### src/rtl/spi_pwm_pkg.sv
// Shared definitions for the SPI-controlled PWM block:
// command byte layout, time base constant and protocol states.
package spi_pwm_pkg;

    localparam int CMD_CH = 0;
    localparam int CMD_CH_W = 4;
    localparam int CMD_SEL = 4;
    localparam int CMD_WR = 5;
    localparam int USEC_PER_SEC = 1000000;

    typedef enum logic [1:0] {
        IDLE,
        BYTE_LO,
        BYTE_HI
    } state_t;

endpackage

### src/rtl/spi_pwm_ctrl_pwm_core.sv
// PWM core: microsecond prescaler, phase accumulator for the period,
// and duty compare driving a registered output pin.
import spi_pwm_pkg::*;

module pwm_core #(
    parameter int CLK_HZ = 12000000
) (
    input  logic        clk,
    input  logic        rst,
    input  logic [15:0] freq,
    input  logic [15:0] duty,
    output logic        pin
);

    localparam int DIV = CLK_HZ / USEC_PER_SEC;
    localparam int PW = (DIV > 1) ? $clog2(DIV) : 1;
    localparam logic [PW-1:0] DIV_LAST = PW'(DIV - 1);

    logic [PW-1:0] pre;
    logic          tick;
    logic [19:0]   acc;
    logic [15:0]   usec_cnt;
    logic [20:0]   sum;
    logic          wrap;
    logic [15:0]   usec_next;

    assign tick = (pre == DIV_LAST);
    // One extra bit: acc + freq can exceed the 20-bit range before wrapping
    assign sum = {1'b0, acc} + {5'd0, freq};
    assign wrap = (sum >= 21'(USEC_PER_SEC));

    always_comb begin
        usec_next = usec_cnt;
        if (wrap) begin
            usec_next = '0;
        end else if (usec_cnt != 16'hFFFF) begin
            usec_next = usec_cnt + 16'd1;
        end
    end

    always_ff @(posedge clk or posedge rst) begin
        if (rst) begin
            pre      <= '0;
            acc      <= '0;
            usec_cnt <= '0;
            pin      <= 1'b0;
        end else begin
            pre <= tick ? '0 : pre + PW'(1);
            if (tick) begin
                if (freq == 16'd0) begin
                    pin <= 1'b0;
                end else begin
                    acc      <= wrap ? 20'(sum - 21'(USEC_PER_SEC)) : sum[19:0];
                    usec_cnt <= usec_next;
                    pin      <= (usec_next < duty);
                end
            end
        end
    end

endmodule

### src/rtl/spi_pwm_ctrl.sv
// SPI mode-0 slave with a small command FSM that reads and writes
// the PWM frequency and duty registers, plus the PWM output core.
import spi_pwm_pkg::*;

module spi_pwm_ctrl #(
    parameter int          CLK_HZ     = 12000000,
    parameter logic [15:0] FREQ_RESET = 16'd400
) (
    input  logic clk,
    input  logic rst,
    input  logic sclk,
    input  logic mosi,
    output logic miso,
    input  logic ss,
    output logic pwm_pin
);

    logic [2:0]  sclk_q;
    logic [1:0]  mosi_q;
    logic [1:0]  ss_q;
    logic        sclk_rise;
    logic        sclk_fall;
    logic [2:0]  bit_cnt;
    logic [6:0]  rx_sr;
    logic [7:0]  rx_byte;
    logic        rx_valid;
    logic [6:0]  tx_sr;
    state_t      state;
    logic [3:0]  ch;
    logic        sel;
    logic        wr;
    logic [7:0]  lo_byte;
    logic [15:0] freq;
    logic [15:0] duty;
    logic        rd_sel;
    logic        rd_ok;
    logic [15:0] rd_reg;
    logic [7:0]  tx_byte;

    assign sclk_rise = sclk_q[1] & ~sclk_q[2];
    assign sclk_fall = ~sclk_q[1] & sclk_q[2];

    // Byte to present next; in IDLE the command is still in rx_byte
    always_comb begin
        rd_sel  = sel;
        rd_ok   = !wr && (ch == 4'd0);
        if (state == IDLE) begin
            rd_sel = rx_byte[CMD_SEL];
            rd_ok  = !rx_byte[CMD_WR] && (rx_byte[CMD_CH +: CMD_CH_W] == 4'd0);
        end
        rd_reg  = rd_sel ? duty : freq;
        tx_byte = 8'h00;
        if (rd_ok) begin
            tx_byte = (state == BYTE_LO) ? rd_reg[15:8] : rd_reg[7:0];
        end
    end

    always_ff @(posedge clk or posedge rst) begin
        if (rst) begin
            sclk_q   <= '0;
            mosi_q   <= '0;
            ss_q     <= '1;
            bit_cnt  <= '0;
            rx_sr    <= '0;
            rx_byte  <= '0;
            rx_valid <= 1'b0;
            tx_sr    <= '0;
            miso     <= 1'b0;
            state    <= IDLE;
            ch       <= '0;
            sel      <= 1'b0;
            wr       <= 1'b0;
            lo_byte  <= '0;
            freq     <= FREQ_RESET;
            duty     <= '0;
        end else begin
            sclk_q   <= {sclk_q[1:0], sclk};
            mosi_q   <= {mosi_q[0], mosi};
            ss_q     <= {ss_q[0], ss};
            rx_valid <= 1'b0;
            if (ss_q[1]) begin
                bit_cnt <= '0;
                state   <= IDLE;
                miso    <= 1'b0;
                tx_sr   <= '0;
            end else begin
                if (sclk_rise) begin
                    rx_sr   <= {rx_sr[5:0], mosi_q[1]};
                    bit_cnt <= bit_cnt + 3'd1;
                    if (bit_cnt == 3'd7) begin
                        rx_byte  <= {rx_sr, mosi_q[1]};
                        rx_valid <= 1'b1;
                    end
                end
                // The fall after the 8th rise must keep the freshly loaded MSB
                if (sclk_fall && bit_cnt != 3'd0) begin
                    miso  <= tx_sr[6];
                    tx_sr <= {tx_sr[5:0], 1'b0};
                end
                if (rx_valid) begin
                    miso  <= tx_byte[7];
                    tx_sr <= tx_byte[6:0];
                    unique case (state)
                        IDLE: begin
                            ch    <= rx_byte[CMD_CH +: CMD_CH_W];
                            sel   <= rx_byte[CMD_SEL];
                            wr    <= rx_byte[CMD_WR];
                            state <= BYTE_LO;
                        end
                        BYTE_LO: begin
                            lo_byte <= rx_byte;
                            state   <= BYTE_HI;
                        end
                        BYTE_HI: begin
                            if (wr && ch == 4'd0) begin
                                if (sel) begin
                                    duty <= {rx_byte, lo_byte};
                                end else begin
                                    freq <= {rx_byte, lo_byte};
                                end
                            end
                            if (wr) begin
                                ch <= ch + 4'd1;
                            end
                            state <= BYTE_LO;
                        end
                        default: state <= IDLE;
                    endcase
                end
            end
        end
    end

    pwm_core #(
        .CLK_HZ(CLK_HZ)
    ) u_pwm (
        .clk (clk),
        .rst (rst),
        .freq(freq),
        .duty(duty),
        .pin (pwm_pin)
    );

endmodule

### config.mk
export PLATFORM = sky130hd
export DESIGN_NAME = spi_pwm_ctrl
export DESIGN_NICKNAME = d
export VERILOG_FILES = /design/src/rtl/spi_pwm_pkg.sv /design/src/rtl/spi_pwm_ctrl_pwm_core.sv /design/src/rtl/spi_pwm_ctrl.sv
export SDC_FILE = /design/constraint.sdc
export NUM_CORES = 1
export LEC_CHECK = 0
export ABC_AREA = 1
export CAP_MARGIN = 20
export CORE_MARGIN = 2
export CORE_UTILIZATION = 50
export DETAILED_ROUTE_END_ITERATION = 7
export HOLD_SLACK_MARGIN = 0.08
export PLACE_DENSITY = 0.66
export REMOVE_ABC_BUFFERS = 1
export SYNTH_ARGS = -nofsm -noshare
export SYNTH_HDL_FRONTEND = slang
export SYNTH_HIERARCHICAL = 1
export SYNTH_SLANG_ARGS = --single-unit
### constraint.sdc
create_clock -name clk -period 7.62 [get_ports clk]
set_input_delay 1.905 -clock clk [delete_from_list [all_inputs] [get_ports clk]]
set_output_delay 1.905 -clock clk [all_outputs]
set_load 0.05 [all_outputs]
==> impl_metrics.tcl <==
set metrics [dict create \
    netlist_instances 1038 \
    reg2reg_from "freq[0]$_DFFE_PP0P_" \
    postCtsSetupBuffers 0 \
    gr-total-overflow 0 \
    finalSetupViolations 0 \
    drtIter0Drc 471 \
    report.final.slew_viol_count 0 \
    ys.flop_type "dfrtp_1" \
    htree_levels 4 \
    gr-usage-all-layers_pct 24.2 \
    irDropWorstVdd_uv 196 \
    status "finished clean" \
    cts_sinks 123 \
    timing.rr.end "u_pwm/pin$_DFFE_PP0P_" \
    post-route-util_pct 56.4 \
    async_flop_share_pct 100 \
    rsz0062_at_grt "no" \
    wl_per_cell_um 14.7 \
    hold-worst-slack_ns 0.347 \
    start_util_pct 50.8 \
    grt_pass1_vias 6438 \
    yosysSeqAreaShare_pct 40.2 \
    place_congestion 0.880 \
    synth_common_cells "310 x nand2_1, 144 x inv_1, 118 x dfrtp_1" \
    netlist_top_cells_area "dfrtp_1 38%, nand2_1 15%, inv_1 7.0%" \
    ys_warn_count 6 \
    synth_most_common_cell "nand2_1" \
    clk_latency_ns 0.41 \
    pre_cts_slack_ns 3.68 \
    multiInputGateArea_sq_um 3890 \
    reg2reg_slack_ns 3.65 \
    grt_pass1_wl_mm 31.3 \
    worst_slew_pin_slew_ns 1.00 \
    antenna_found_initial 0 \
    cp-start-kind "register" \
    clockRootBuffer "clkbuf_16" \
    first_pass_iters 5 \
    vias 6693 \
    seqCellArea_sq_um 3080 \
    dp_hpwl_mm 13.5 \
    die_area_sq_um 16300 \
    synth.cell_area_sq_um 7670 \
    drc 0 \
    die_y_um 128 \
    endpoint_kind "register" \
    synth_cell_types 45 \
    p_leak_nw 4.18 \
    synth_largest_area_cell "dfrtp_1" \
    port_buffers 6 \
    hold_viol_final 0 \
    setup_tns_ns 0 \
    synth_seq_cells 123 \
    cts_buffers 17 \
    reg2reg_depth 24 \
    min_to "mosi_q[1]$_DFF_PP0_" \
    viasPerCell 5.37 \
    hold_buffers 0 \
    crit_required_ns 7.98 \
    grt_max_degree 83 \
    fin_crit_sh_pct 52.1 \
    critical_path_class "reg -> reg" \
    nets 1091 \
    max_freq_mhz 252 \
    cts_tree "done" \
    min_period_ns 3.97 \
    cts_resized 0 \
    drt_wl_total_mm 18.3 \
    area_growth_pct 11.0 \
    synth_edf_count 0 \
    whs_path_depth 0 \
    rows 45 \
    cp.arrival_ns 4.32 \
    powerDensity_nw_per_um2 183 \
    synth.avg_cell_area_sq_um 7.39 \
    hp-start "mosi_q[0]$_DFF_PP0_" \
    skew_ns 0.00844 \
    cts.path.max_buffers 2 \
    hold_class "reg -> reg" \
    core-area_sq_um 15100 \
    clkTransAtPathRegs_ns 0.06 \
    antenna_left 0 \
    setup_slack_ns 3.65 \
    synth_top_area_share_pct 38.5 \
    drive_above_1_share_pct 9.26 \
    io_pins 7 \
    dieWidth_um 128 \
    max_slew_margin_pct 32.9 \
    cp_max_fo 23 \
    max-cap-violations 0 \
    nFillCells 1431 \
    diodes 0 \
]
==> placed cells by master (no fill, tap or decap), types with 9 or more instances in the layout <==
master and instances:
nand4_1 9, nor3_1 15, clkbuf_16 17, xor2_1 10, a21oi_1 34, inv_1 142, nand2_2 12, ha_1 40
o21ai_0 57, dfrtp_1 118, nor2_1 52, o21ai_1 43, nand3_1 90, nand2_1 310
==> critical path, cell delays in order (launching register included) <==
cell      delay (ns)
dfrtp_1         0.43
ha_1            0.27
fa_1            0.43
nand2_1         0.10
nand2_1         0.08
nand3_1         0.13
nand2_1         0.10
nand2_1         0.07
nand2_1         0.06
xnor2_1         0.28
nand3_1         0.15
nor2_1          0.16
nand3_2         0.11
nand2_4         0.27
inv_2           0.19
nand2_1         0.12
inv_1           0.05
ha_1            0.28
nand2_1         0.09
nor2_1          0.05
a211oi_1        0.19
nand2_1         0.11
nand2_1         0.07
nand2_1         0.04
nand2_1         0.06
==> final cells by class <==
class,count,share of cell area [%]
Multi-Input combinational cell,742,45.7
Timing Repair Buffer,10,1.29
Tap cell,188,2.76
Clock inverter,12,1.90
Clock buffer,20,5.48
Inverter,151,6.67
Sequential cell,123,36.2
==> state kept, by name, summed over array words and instances (netlist names) <==
signal	cells
rx_byte	8
mosi_q	2
ss_q	2
lo_byte	8
state	2
wr	1
duty	16
u_pwm/acc	20
bit_cnt	3
u_pwm/pre	4
u_pwm/usec_cnt	16
rx_valid	1
sclk_q	3
rx_sr	7
freq	16
ch	4
tx_sr	7
sel	1
miso	1
u_pwm/pin	1
==> routing by layer <==
layer | wire, um | part of all wire [%] | global-route usage [%] | vias to the layer above
li1 | - | - | - | 3374
met1 | 8620 | 47 | 32.7 | 3146
met2 | 8440 | 46 | 39.0 | 141
met3 | 762 | 4.2 | 4.17 | 32
met4 | 465 | 2.5 | 9.31 | 0
met5 | 0 | 0 | 0 | -
==> per-stage QoR <==
stage	instance area [sq um]	instances	power [mW]
floorplan	7540	1016	0.712
global route	8510	1246	1.61
finish	8510	1246	1.56
global placement	7860	1213	0.724
CTS	8490	1245	1.57
detailed placement	7860	1213	0.725
==> cell families (layout without fill, tap and decap cells) <==
family                     count (synthesis)  in the layout  share of synthesized area, %
DFF                                      123            123                          40.2
adders and majority gates                 41             41                          6.79
AOI/OAI and AO/OA                        161            161                          11.8
buffers and inverters                    173            193                          9.12
xor gates and xnor gates                  17             17                          2.04
and+or+nand+nor                          523            523                          30.1
==> report_power, final <==
part           switching, mW  internal [mW]
clock network          0.301          0.543
registers            0.00618          0.667
logic                 0.0291         0.0115
==> worst max path at each step <==
stage / startpoint / to / slack, ns / cells after the start
after CTS: freq[0]$_DFFE_PP0P_ / u_pwm/pin$_DFFE_PP0P_ / 3.64 / 23
after floorplan: rst / bit_cnt[0]$_DFFE_PP0P_ / 3.61 / 1
after global placement: freq[0]$_DFFE_PP0P_ / u_pwm/pin$_DFFE_PP0P_ / 3.83 / 23
after global routing: freq[0]$_DFFE_PP0P_ / u_pwm/pin$_DFFE_PP0P_ / 3.06 / 24
final: freq[0]$_DFFE_PP0P_ / u_pwm/pin$_DFFE_PP0P_ / 3.65 / 24
after detailed placement: freq[0]$_DFFE_PP0P_ / u_pwm/pin$_DFFE_PP0P_ / 3.68 / 23
(Power assumes the default switching activity.)
